### src/rtl/rgmii_rx_dly_cal_if.sv
// Handshake/status bundle between the GMII receive side and the RX delay calibrator.
interface rgmii_rx_dly_cal_if;
    logic       gmii_rx_dv;
    logic [7:0] gmii_rxd;
    logic       cal_start;
    logic [4:0] in_dly;
    logic       indly_en;
    logic       cal_busy;
    logic       cal_done;
    logic       cal_fail;
    logic [4:0] win_lo;
    logic [4:0] win_hi;

    modport master (
        output gmii_rx_dv, gmii_rxd, cal_start,
        input  in_dly, indly_en, cal_busy, cal_done,
        input  cal_fail, win_lo, win_hi
    );

    modport slave (
        input  gmii_rx_dv, gmii_rxd, cal_start,
        output in_dly, indly_en, cal_busy, cal_done,
        output cal_fail, win_lo, win_hi
    );
endinterface

### src/rtl/rgmii_rx_dly_cal.sv
// RGMII RX IDELAY tap sweep: judges preamble/SFD per tap, programs the longest window centre.
// Define RGMII_RX_DLY_CAL_AUTO_START_EN to start one calibration right after reset release.
module rgmii_rx_dly_cal #(
    parameter int FRAMES_PER_TAP = 4,
    parameter int SETTLE_CYC     = 64,
    parameter int TIMEOUT_CYC    = 1000000,
    parameter int DEFAULT_TAP    = 0
) (
    input  logic                gmii_rx_clk,
    input  logic                rst_n,
    rgmii_rx_dly_cal_if.slave   bus
);
    typedef enum logic [2:0] {
        S_IDLE, S_SET_TAP, S_SETTLE, S_HUNT,
        S_CHECK, S_NEXT, S_EVAL, S_DONE
    } state_t;

    localparam int SW = $clog2(SETTLE_CYC + 1);
    localparam int TW = $clog2(TIMEOUT_CYC + 1);
    localparam logic [7:0] PRE = 8'h55;
    localparam logic [7:0] SFD = 8'hD5;

    state_t          r_state, w_next;
    logic [4:0]      r_tap, r_in_dly, r_win_lo, r_win_hi;
    logic [31:0]     r_pass;
    logic [SW-1:0]   r_set_cnt;
    logic [TW-1:0]   r_to_cnt;
    logic [7:0]      r_good;
    logic [2:0]      r_pre;
    logic            r_dv_q, r_fail;
    logic [4:0]      r_idx, r_cur_st, r_best_st;
    logic [5:0]      r_cur_len, r_best_len;

    logic w_start, w_edge, w_timeout, w_settled;
    logic w_is_pre, w_is_sfd, w_hunt_ok, w_hunt_bad;
    logic w_frm_good, w_frm_bad, w_good_last;
    logic w_tap_pass, w_tap_fail, w_busy, w_done;
    logic w_bit, w_better, w_eval_end;
    logic [5:0] w_run_len, w_bl, w_sum;
    logic [4:0] w_run_st, w_bs, w_hi;

`ifdef RGMII_RX_DLY_CAL_AUTO_START_EN
    logic r_auto;
    always_ff @(posedge gmii_rx_clk or negedge rst_n) begin
        if (!rst_n) r_auto <= 1'b1;
        else        r_auto <= 1'b0;
    end
    assign w_start = bus.cal_start | r_auto;
`else
    assign w_start = bus.cal_start;
`endif

    assign w_edge      = bus.gmii_rx_dv & ~r_dv_q;
    assign w_timeout   = (r_to_cnt == TW'(TIMEOUT_CYC - 1));
    assign w_settled   = (r_set_cnt == SW'(SETTLE_CYC - 1));
    assign w_is_pre    = (bus.gmii_rxd == PRE);
    assign w_is_sfd    = (bus.gmii_rxd == SFD);
    assign w_hunt_ok   = w_edge & w_is_pre;
    assign w_hunt_bad  = w_edge & ~w_is_pre;
    assign w_frm_good  = bus.gmii_rx_dv & w_is_sfd;
    assign w_frm_bad   = ~bus.gmii_rx_dv
                       | (~w_is_pre & ~w_is_sfd)
                       | (w_is_pre & (r_pre == 3'd7));
    assign w_good_last = (r_good == 8'(FRAMES_PER_TAP - 1));

    // Run tracker: strict '>' keeps the lowest-index run on a tie
    assign w_bit      = r_pass[r_idx];
    assign w_run_len  = w_bit ? r_cur_len + 6'd1 : 6'd0;
    assign w_run_st   = (r_cur_len == 6'd0) ? r_idx : r_cur_st;
    assign w_better   = (w_run_len > r_best_len);
    assign w_bl       = w_better ? w_run_len : r_best_len;
    assign w_bs       = w_better ? w_run_st : r_best_st;
    assign w_hi       = w_bs + 5'(w_bl - 6'd1);
    assign w_sum      = {1'b0, w_bs} + {1'b0, w_hi};
    assign w_eval_end = (r_idx == 5'd31);

    always_ff @(posedge gmii_rx_clk or negedge rst_n) begin
        if (!rst_n) r_state <= S_IDLE;
        else        r_state <= w_next;
    end

    always_comb begin
        w_next = r_state;
        unique case (r_state)
            S_IDLE:    if (w_start) w_next = S_SET_TAP;
            S_SET_TAP: w_next = S_SETTLE;
            S_SETTLE:  if (w_settled) w_next = S_HUNT;
            S_HUNT: begin
                if (w_timeout || w_hunt_bad) w_next = S_NEXT;
                else if (w_hunt_ok)          w_next = S_CHECK;
            end
            S_CHECK: begin
                if (w_timeout || w_frm_bad) w_next = S_NEXT;
                else if (w_frm_good)        w_next = w_good_last ? S_NEXT : S_HUNT;
            end
            S_NEXT:    w_next = (r_tap == 5'd31) ? S_EVAL : S_SET_TAP;
            S_EVAL:    if (w_eval_end) w_next = S_DONE;
            S_DONE:    w_next = S_IDLE;
            default:   w_next = S_IDLE;
        endcase
    end

    always_comb begin
        w_busy     = (r_state != S_IDLE) && (r_state != S_DONE);
        w_done     = (r_state == S_DONE);
        w_tap_pass = (r_state == S_CHECK) && !w_timeout && !w_frm_bad
                   && w_frm_good && w_good_last;
        w_tap_fail = ((r_state == S_HUNT) && (w_timeout || w_hunt_bad))
                   || ((r_state == S_CHECK) && (w_timeout || w_frm_bad));
    end

    always_ff @(posedge gmii_rx_clk or negedge rst_n) begin
        if (!rst_n) begin
            r_dv_q     <= 1'b0;
            r_tap      <= 5'd0;
            r_in_dly   <= 5'(DEFAULT_TAP);
            r_pass     <= '0;
            r_set_cnt  <= '0;
            r_to_cnt   <= '0;
            r_good     <= 8'd0;
            r_pre      <= 3'd0;
            r_fail     <= 1'b0;
            r_win_lo   <= 5'd0;
            r_win_hi   <= 5'd0;
            r_idx      <= 5'd0;
            r_cur_st   <= 5'd0;
            r_best_st  <= 5'd0;
            r_cur_len  <= 6'd0;
            r_best_len <= 6'd0;
        end else begin
            r_dv_q <= bus.gmii_rx_dv;
            unique case (r_state)
                S_IDLE: if (w_start) begin
                    r_tap  <= 5'd0;
                    r_fail <= 1'b0;
                    r_pass <= '0;
                end
                S_SET_TAP: begin
                    r_in_dly  <= r_tap;
                    r_set_cnt <= '0;
                    r_to_cnt  <= '0;
                    r_good    <= 8'd0;
                end
                S_SETTLE: r_set_cnt <= r_set_cnt + 1'b1;
                S_HUNT: begin
                    r_to_cnt <= r_to_cnt + 1'b1;
                    r_pre    <= 3'd1;
                end
                S_CHECK: begin
                    r_to_cnt <= r_to_cnt + 1'b1;
                    if (w_is_pre) r_pre <= r_pre + 3'd1;
                    if (w_frm_good) r_good <= r_good + 8'd1;
                    if (w_tap_pass) r_pass[r_tap] <= 1'b1;
                end
                S_NEXT: begin
                    if (r_tap != 5'd31) r_tap <= r_tap + 5'd1;
                    r_idx      <= 5'd0;
                    r_cur_st   <= 5'd0;
                    r_best_st  <= 5'd0;
                    r_cur_len  <= 6'd0;
                    r_best_len <= 6'd0;
                end
                S_EVAL: begin
                    r_idx      <= r_idx + 5'd1;
                    r_cur_len  <= w_run_len;
                    r_cur_st   <= w_run_st;
                    r_best_len <= w_bl;
                    r_best_st  <= w_bs;
                    if (w_eval_end) begin
                        if (w_bl == 6'd0) begin
                            r_fail   <= 1'b1;
                            r_in_dly <= 5'(DEFAULT_TAP);
                            r_win_lo <= 5'd0;
                            r_win_hi <= 5'd0;
                        end else begin
                            r_win_lo <= w_bs;
                            r_win_hi <= w_hi;
                            r_in_dly <= w_sum[5:1];
                        end
                    end
                end
                default: ;
            endcase
        end
    end

    assign bus.in_dly   = r_in_dly;
    assign bus.indly_en = 1'b1;
    assign bus.cal_busy = w_busy;
    assign bus.cal_done = w_done;
    assign bus.cal_fail = r_fail;
    assign bus.win_lo   = r_win_lo;
    assign bus.win_hi   = r_win_hi;
endmodule

### src/flat_wrapper.sv
// flat-port wrapper written by rule: the top's interface ports become plain ports
module rgmii_rx_dly_cal_flat 
#(
    parameter int FRAMES_PER_TAP = 4,
    parameter int SETTLE_CYC     = 64,
    parameter int TIMEOUT_CYC    = 1000000,
    parameter int DEFAULT_TAP    = 0
)
  (gmii_rx_clk, rst_n, bus_gmii_rx_dv, bus_gmii_rxd, bus_cal_start, bus_in_dly, bus_indly_en, bus_cal_busy, bus_cal_done, bus_cal_fail, bus_win_lo, bus_win_hi);
  rgmii_rx_dly_cal_if bus_i ();
  input  logic gmii_rx_clk;
  input  logic rst_n;
  input wire logic [$bits(bus_i.gmii_rx_dv)-1:0] bus_gmii_rx_dv;
  input wire logic [$bits(bus_i.gmii_rxd)-1:0] bus_gmii_rxd;
  input wire logic [$bits(bus_i.cal_start)-1:0] bus_cal_start;
  output wire logic [$bits(bus_i.in_dly)-1:0] bus_in_dly;
  output wire logic [$bits(bus_i.indly_en)-1:0] bus_indly_en;
  output wire logic [$bits(bus_i.cal_busy)-1:0] bus_cal_busy;
  output wire logic [$bits(bus_i.cal_done)-1:0] bus_cal_done;
  output wire logic [$bits(bus_i.cal_fail)-1:0] bus_cal_fail;
  output wire logic [$bits(bus_i.win_lo)-1:0] bus_win_lo;
  output wire logic [$bits(bus_i.win_hi)-1:0] bus_win_hi;
  assign bus_i.gmii_rx_dv = bus_gmii_rx_dv;
  assign bus_i.gmii_rxd = bus_gmii_rxd;
  assign bus_i.cal_start = bus_cal_start;
  assign bus_in_dly = bus_i.in_dly;
  assign bus_indly_en = bus_i.indly_en;
  assign bus_cal_busy = bus_i.cal_busy;
  assign bus_cal_done = bus_i.cal_done;
  assign bus_cal_fail = bus_i.cal_fail;
  assign bus_win_lo = bus_i.win_lo;
  assign bus_win_hi = bus_i.win_hi;
  rgmii_rx_dly_cal #(.FRAMES_PER_TAP(FRAMES_PER_TAP), .SETTLE_CYC(SETTLE_CYC), .TIMEOUT_CYC(TIMEOUT_CYC), .DEFAULT_TAP(DEFAULT_TAP)) u_core (.gmii_rx_clk(gmii_rx_clk), .rst_n(rst_n), .bus(bus_i));
endmodule
### config.mk
export PLATFORM = sky130hd
export DESIGN_NAME = rgmii_rx_dly_cal_flat
export DESIGN_NICKNAME = d
export VERILOG_FILES = /design/src/rtl/rgmii_rx_dly_cal_if.sv /design/src/rtl/rgmii_rx_dly_cal.sv /design/src/flat_wrapper.sv
export SDC_FILE = /design/constraint.sdc
export NUM_CORES = 1
export LEC_CHECK = 0
export ABC_AREA = 1
export CAP_MARGIN = 10
export CORE_MARGIN = 4
export CORE_UTILIZATION = 45
export DETAILED_ROUTE_END_ITERATION = 8
export DONT_BUFFER_PORTS = 1
export PLACE_DENSITY = 0.72
export SLEW_MARGIN = 40
export SYNTH_ARGS = -nofsm -noshare
export SYNTH_HDL_FRONTEND = slang
export SYNTH_SLANG_ARGS = --single-unit
### constraint.sdc
create_clock -name gmii_rx_clk -period 4.3 [get_ports gmii_rx_clk]
set_clock_uncertainty 0.05 [all_clocks]
set_input_delay 1.075 -clock gmii_rx_clk [delete_from_list [all_inputs] [get_ports gmii_rx_clk]]
set_output_delay 1.075 -clock gmii_rx_clk [all_outputs]
set_load 0.05 [all_outputs]
==> results of run 1 <==
critical path, delay by kind of cell (launching register included):
kind | cells | cell delay, ns
simple gates | 16 | 1.35
fa+ha+maj | 4 | 0.92
compound gates | 6 | 0.89
buf+inv | 6 | 0.62
flops | 1 | 0.50
xor+xnor | 1 | 0.19
worst paths after layout:
path | start | end | slack (ns) | depth (start not counted)
hold / removal | rst_n | u_core.bus.win_lo[1]$_DFFE_PN0P_ | 0.30 | 0
max in group asynchronous | rst_n | u_core.r_to_cnt[6]$_DFFE_PN0P_ | 3.60 | 0
min in group gmii_rx_clk | u_core.r_to_cnt[17]$_DFFE_PN0P_ | u_core.r_to_cnt[17]$_DFFE_PN0P_ | 0.43 | 1
hold reg to reg | u_core.r_to_cnt[17]$_DFFE_PN0P_ | u_core.r_to_cnt[17]$_DFFE_PN0P_ | 0.43 | 1
setup / recovery | u_core.r_idx[0]$_DFFE_PN0P_ | u_core.bus.in_dly[4]$_DFFE_PN0P_ | -0.34 | 33
setup reg to reg | u_core.r_idx[0]$_DFFE_PN0P_ | u_core.bus.in_dly[4]$_DFFE_PN0P_ | -0.34 | 33
routing by layer:
metal / wire length, µm / vias up / part of all wire [%]
li1: - / 3038 / -
met1: 7420 / 2869 / 44
met2: 8090 / 150 / 48
met3: 768 / 41 / 4.6
met4: 521 / 0 / 3.1
met5: 0 / - / 0
cell usage in the layout (no fill, tap or decap), types with 3 or more instances in the layout:
master,synthesis,final
a21oi_1,61,55
a21oi_2,0,6
buf_4,3,62
buf_6,3,6
bufinv_16,0,3
clkbuf_1,11,3
clkbuf_16,0,19
clkbuf_8,0,4
clkinv_2,0,3
dfrtp_1,122,120
ha_1,30,18
ha_4,0,12
inv_1,115,100
inv_2,11,22
inv_4,0,3
nand2_1,179,159
nand2_2,5,20
nand2_4,3,9
nand3_1,64,61
nand3_2,3,5
nand3b_1,4,4
nand4_1,9,9
nor2_1,109,107
nor2_4,2,3
nor3_1,16,16
nor4_1,9,9
o21ai_0,45,44
o21ai_1,14,11
o21ai_2,10,11
o21ai_4,0,3
o22ai_1,13,13
or2_2,3,3
xnor2_2,0,3
xor2_1,4,4
power groups by stage:
stage	Sequential (mW)	Combinational (mW)	Clock [mW]
2_1_floorplan	1.46	2.37	0
3_3_place_gp	1.50	3.34	0
3_5_place_dp	1.50	3.38	0
4_1_cts	1.49	3.72	1.48
5_1_grt	1.52	4.67	1.54
6_report	1.50	4.28	1.46
sequential cells by signal, summed over array words and instances, names as in the netlist:
name,count
u_core.r_good,8
u_core.r_tap,5
u_core.r_state,3
u_core.r_cur_len,6
u_core.r_dv_q,1
u_core.r_set_cnt,7
u_core.r_cur_st,5
u_core.r_to_cnt,20
u_core.r_best_st,5
u_core.bus.win_lo,5
u_core.bus.cal_fail,1
u_core.r_pass,32
u_core.r_idx,5
u_core.bus.in_dly,5
u_core.bus.win_hi,5
u_core.r_best_len,6
u_core.r_pre,3
final cells by class:
| type | instances | share of cell area, % |
|---|---|---|
| well taps | 184 | 2.69 |
| repair buffers | 71 | 7.04 |
| multi-input cells | 615 | 41.9 |
| inverters | 127 | 5.71 |
| flip-flops and latches | 122 | 35.6 |
| clock inverters | 7 | 1.33 |
| clock buffers | 24 | 5.74 |
through the flow:
stage | setup WS, ns | std cells | power [mW]
2_1_floorplan | -0.122 | 883 | 3.83
3_3_place_gp | -0.156 | 1101 | 4.83
3_5_place_dp | -0.290 | 1101 | 4.88
4_1_cts | -0.224 | 1138 | 6.69
5_1_grt | -0.641 | 1150 | 7.72
6_report | -0.339 | 1150 | 7.24
repair_timing:
| item | 4_1_cts | 5_1_grt |
|---|---|---|
| gates cloned | 1 | 2 |
| resized for setup | 18 | 45 |
| buffers inserted | 5 | 10 |
| pin swaps | 9 | 44 |
| hold endpoints to repair | 0 | 0 |
| setup endpoints to repair | 4 | 5 |
cell families after synthesis:
kind of cell,after synthesis,synth area share (%)
flip-flops,122,44.4
buffers and inverters,147,8.54
other,1,0.0546
AO/OA/AOI/OAI,160,13.2
XOR/XNOR,8,1.02
adder cells (fa/ha/maj),32,6.04
AND/OR/NAND/NOR,409,26.2
multiplexers,4,0.619
==> results.yml, run 1 <==
floorplanning:
  core_um2: 14800
  initial_core_util_pct: 46.6
  die_h_um: 132
  rows: 44
  fp.dieW_um: 132
  die_area_um2: 17300
  io_pins: 31
logic_synthesis:
  syn_area_um2: 6870
  yosysTopAreaCell: "dfrtp_1"
  yosys_warnings: 0
  synth_edf_count: 0
  ys.flop_type: "dfrtp_1"
  synth_top_area_share_pct: 44.4
  synth.yosys.seq_area_share_pct: 44.4
  synth_area_per_cell_um2: 7.78
  ys_ff_latch: 122
  yosys-top-cells-area: "dfrtp_1 (44%), nand2_1 (9.8%), inv_1 (6.3%)"
  syn_inst: 883
  post-synth-top-count-cell: "nand2_1"
  async_reset_ff_share_pct: 100
  ys_top_cells_by_count: "nand2_1 (179), dfrtp_1 (122), inv_1 (115), nor2_1 (109), nand3_1 (64)"
  syn-num-nets: 927
  synthDistinctLibCells: 49
clock_network:
  clock-sinks: 122
  cts_root_buf: "clkbuf_16"
  cts_max_path_buffers: 2
  insertion_delay_ns: 0.42
  cts_tree: "yes"
  cts_hold_buf: 0
  clkTransAtPathRegs_ns: 0.06
  h-tree-depth: 4
  numCtsBuffers: 17
placement:
  portBuffers: 0
  post-dp-hpwl_um: 11300
  gp_congestion: 0.867
  place_area_um2: 7570
status:
  violations: "negative setup slack"
  status: "finished with violations"
routing:
  vias_per_cell: 5.30
  wirelength_um: 16800
  first_pass_iters: 5
  vias: 6098
  drt-wirelength-per-cell_um: 14.6
  drc: 0
  ant_nets: 0
  drt_iter0_drc: 435
timing:
  tns_ns: -0.829
  rsz0062_at_grt: "true"
  worst_slew_pin_slew_ns: 0.883
  maxSlewHeadroom_pct: 40.9
  fin_crit_sh_pct: 108
  hold_slack_ns: 0.300
  drv_slew: 0
  fmax_mhz: 216
  period_needed_ns: 4.64
  fin_ws_ns: -0.339
  hold_violations: 0
  finalSetupViolCount: 3
grt:
  grtUsageMet1_pct: 24.5
  busiest_layer: "met2"
  grt_pass1_vias: 5804
  grtUsageMet3_pct: 5.62
  antenna_found_initial: 0
  grt_usage_pct: 19.4
  gr-usage-met2_pct: 31.0
  grt_overflow: 0
  grt_max_degree: 123
  grt_pass1_wl_um: 27500
worst_setup_path:
  crit_type: "reg -> reg"
  crit_fanout: 9
  required_ns: 4.56
  arrival_ns: 4.90
  cp-end-kind: "flip-flop"
  max_stage_delay_ns: 0.50
  cp-start-kind: "flip-flop"
  cp_slowest_cell: "dfrtp_2"
  crit_path_frequent_cell: "nand2_1"
power_and_ir_drop:
  switching_share_pct: 40.2
  p_sw_mw: 2.91
  ir_worst_vdd_uv: 646
  p_per_area_nw_per_um2: 844
  p_leak_nw: 4.09
  pwr-share-clk_pct: 20.2
  combPwrFrac_pct: 59.1
  p_int_mw: 4.33
  seq_power_share_pct: 20.7
finish:
  n_fill_cell: 1284
  finalInstanceArea_um2: 8570
  area_growth_pct: 24.7
  final_util_pct: 58.1
  layout-drive-gt1-share_pct: 21.7
  nNetsFinal: 998
  multi_input_area_um2: 3590
  seqCellArea_um2: 3060
  antennaDiodeCount: 0
flow_run:
  maxCapViolations: 0
worst_hold_path:
  hold_path_class: "in -> async"
Note: power is estimated with default switching activity, not from simulation.
==> run 2, diff against run 1 <==
clock period = 3.9 ns   (was 4.3 ns; I/O delays follow)
==> run 2 against run 1 <==
  * The flow still finishes with violations (negative setup slack)
  * Register-to-register slack got worse by 0.42 ns
  * Flip-flop and latch count did not move
  * Via count fell by 0.67%
  * First-iteration DRC count decreased by 0.92%
  * Clock-buffer cell count decreased by 5
  * Die area stayed put
  * Core utilization is 0.25 points higher
  * Sequential power rose by 9%
  * Global-route usage is 0.053 points higher
  * Fmax fell by 0.48%
  * Design area grew 0.42%
  * Cell count grew 1.1%
  * Critical endpoint unchanged
  * Highest routed layer unchanged
==> results.yml, run 2 (synthesis results as in run 1) <==
worst_hold_path:
  hold_path_class: "in -> async"
finish:
  nNetsFinal: 1010
  top_register: "u_core.r_pass"
  largestRegisters: "u_core.r_pass (32), u_core.r_to_cnt (20), u_core.r_good (8)"
  instances_no_fill: 1163
  layout-drive-gt1-share_pct: 22.7
  n_fill_cell: 1281
  antennaDiodeCount: 0
  area_growth_pct: 25.2
  final_common_cell: "nand2_1"
  final_cell_mix: "nand2_1 (163), dfrtp_1 (120), nor2_1 (107), inv_1 (101), buf_4 (80)"
  largest_register_ffs: 32
  multi_input_area_um2: 3570
  seqCellArea_um2: 3060
timing:
  fmax_mhz: 215
  finalSetupViolCount: 6
  tns_ns: -2.75
  rsz0062_at_grt: "true"
  fin_crit_sh_pct: 120
  period_needed_ns: 4.66
  hold_violations: 0
  maxSlewHeadroom_pct: 41.2
  hold_slack_ns: 0.200
  worst_slew_pin_slew_ns: 0.879
  drv_slew: 0
  fin_ws_ns: -0.762
worst_setup_path:
  cp_slowest_cell: "fa_2"
  cp-start-kind: "flip-flop"
  required_ns: 4.16
  crit_type: "reg -> reg"
  crit_fanout: 8
  r2r_start: "u_core.r_idx[0]$_DFFE_PN0P_"
  arrival_ns: 4.92
  cp-end-kind: "flip-flop"
  crit_path_frequent_cell: "nand2_1"
  crit_start: "u_core.r_idx[0]$_DFFE_PN0P_"
  max_stage_delay_ns: 0.58
routing:
  ant_nets: 0
  vias: 6057
  drc: 0
  wirelength_um: 16700
  drt_iter0_drc: 431
  first_pass_iters: 5
  drt-wirelength-per-cell_um: 14.4
  vias_per_cell: 5.21
floorplanning:
  die_h_um: 132
  rows: 44
  fp.dieW_um: 132
  core_um2: 14800
  die_area_um2: 17300
  io_pins: 31
  initial_core_util_pct: 46.6
power_and_ir_drop:
  p_leak_nw: 4.11
  p_per_area_nw_per_um2: 917
  ir_worst_vdd_uv: 700
status:
  violations: "negative setup slack"
  status: "finished with violations"
placement:
  gp_congestion: 0.833
  dpl.cell_count: 1117
  post-dp-hpwl_um: 11300
  portBuffers: 0
clock_network:
  cts_tree: "yes"
  h-tree-depth: 4
  cts_max_path_buffers: 2
  insertion_delay_ns: 0.42
  clkTransAtPathRegs_ns: 0.06
  clock-sinks: 122
  cts_root_buf: "clkbuf_16"
  numCtsBuffers: 17
grt:
  grtUsageMet3_pct: 5.54
  gr-usage-met2_pct: 31.8
  antenna_found_initial: 0
  busiest_layer: "met2"
  grtUsageMet1_pct: 24.7
  grt_usage_pct: 19.4
  grt_overflow: 0
  grt_pass1_vias: 5864
  grt_max_degree: 123
  grt_pass1_wl_um: 27600
flow_run:
  maxCapViolations: 0
[run 2: through the flow]
step | utilization (%) | cell area, µm² | setup slack, ns | power, mW
2_1_floorplan | - | 7030 | -0.522 | 4.22
3_3_place_gp | 52.0 | 7670 | -0.524 | 5.33
3_5_place_dp | 52.0 | 7670 | -0.629 | 5.42
4_1_cts | 57.1 | 8420 | -0.581 | 7.44
5_1_grt | 58.3 | 8610 | -0.955 | 8.41
6_report | 58.3 | 8610 | -0.762 | 7.89
[run 2: final cells by class]
type	count	share of cell area (%)
inverters	127	5.68
flip-flops and latches	122	35.5
well taps	184	2.67
multi-input cells	614	41.4
clock buffers	19	5.26
clock inverters	13	1.92
repair buffers	84	7.54
[run 2: path summary, 6_finish.rpt]
kind                       slack (ns)  cells after the start                          endpoint
max                             -0.76                     33  u_core.bus.in_dly[4]$_DFFE_PN0P_
max reg2reg                     -0.76                     33  u_core.bus.in_dly[4]$_DFFE_PN0P_
min                              0.20                      0  u_core.bus.win_hi[2]$_DFFE_PN0P_
min in group gmii_rx_clk         0.42                      1   u_core.r_to_cnt[19]$_DFFE_PN0P_
min reg2reg                      0.42                      1   u_core.r_to_cnt[19]$_DFFE_PN0P_
max in group asynchronous        3.44                      0   u_core.r_to_cnt[12]$_DFFE_PN0P_
[run 2: power by group]
part           internal [mW]  leakage (nW)  switching (mW)  total, mW
clock network           1.04         0.292           0.601       1.64
logic                   2.21          2.15            2.40       4.61
registers               1.42          1.67           0.218       1.64
total                   4.67          4.11            3.22       7.89
[run 2: routing by layer]
metal	vias up	share of wire, %
met2	134	49
li1	3060	-
met4	0	2.3
met3	23	4.9
met1	2840	44
met5	-	0
[run 2: worst max-delay path, delay by kind of cell (launching register included)]
| family | cells | cell delay (ns) |
|---|---|---|
| simple gates | 18 | 1.50 |
| flops | 1 | 0.47 |
| buf+inv | 5 | 0.49 |
| fa+ha+maj | 5 | 1.37 |
| compound gates | 5 | 0.69 |
[run 2: what timing repair did]
item	in CTS	in global routing
hold endpoints to repair	0	0
endpoints found under the setup margin	6	8
buffers inserted	7	6
pin swaps	14	30
gates cloned	1	0
hold buffers	0	0
resized for setup	24	34
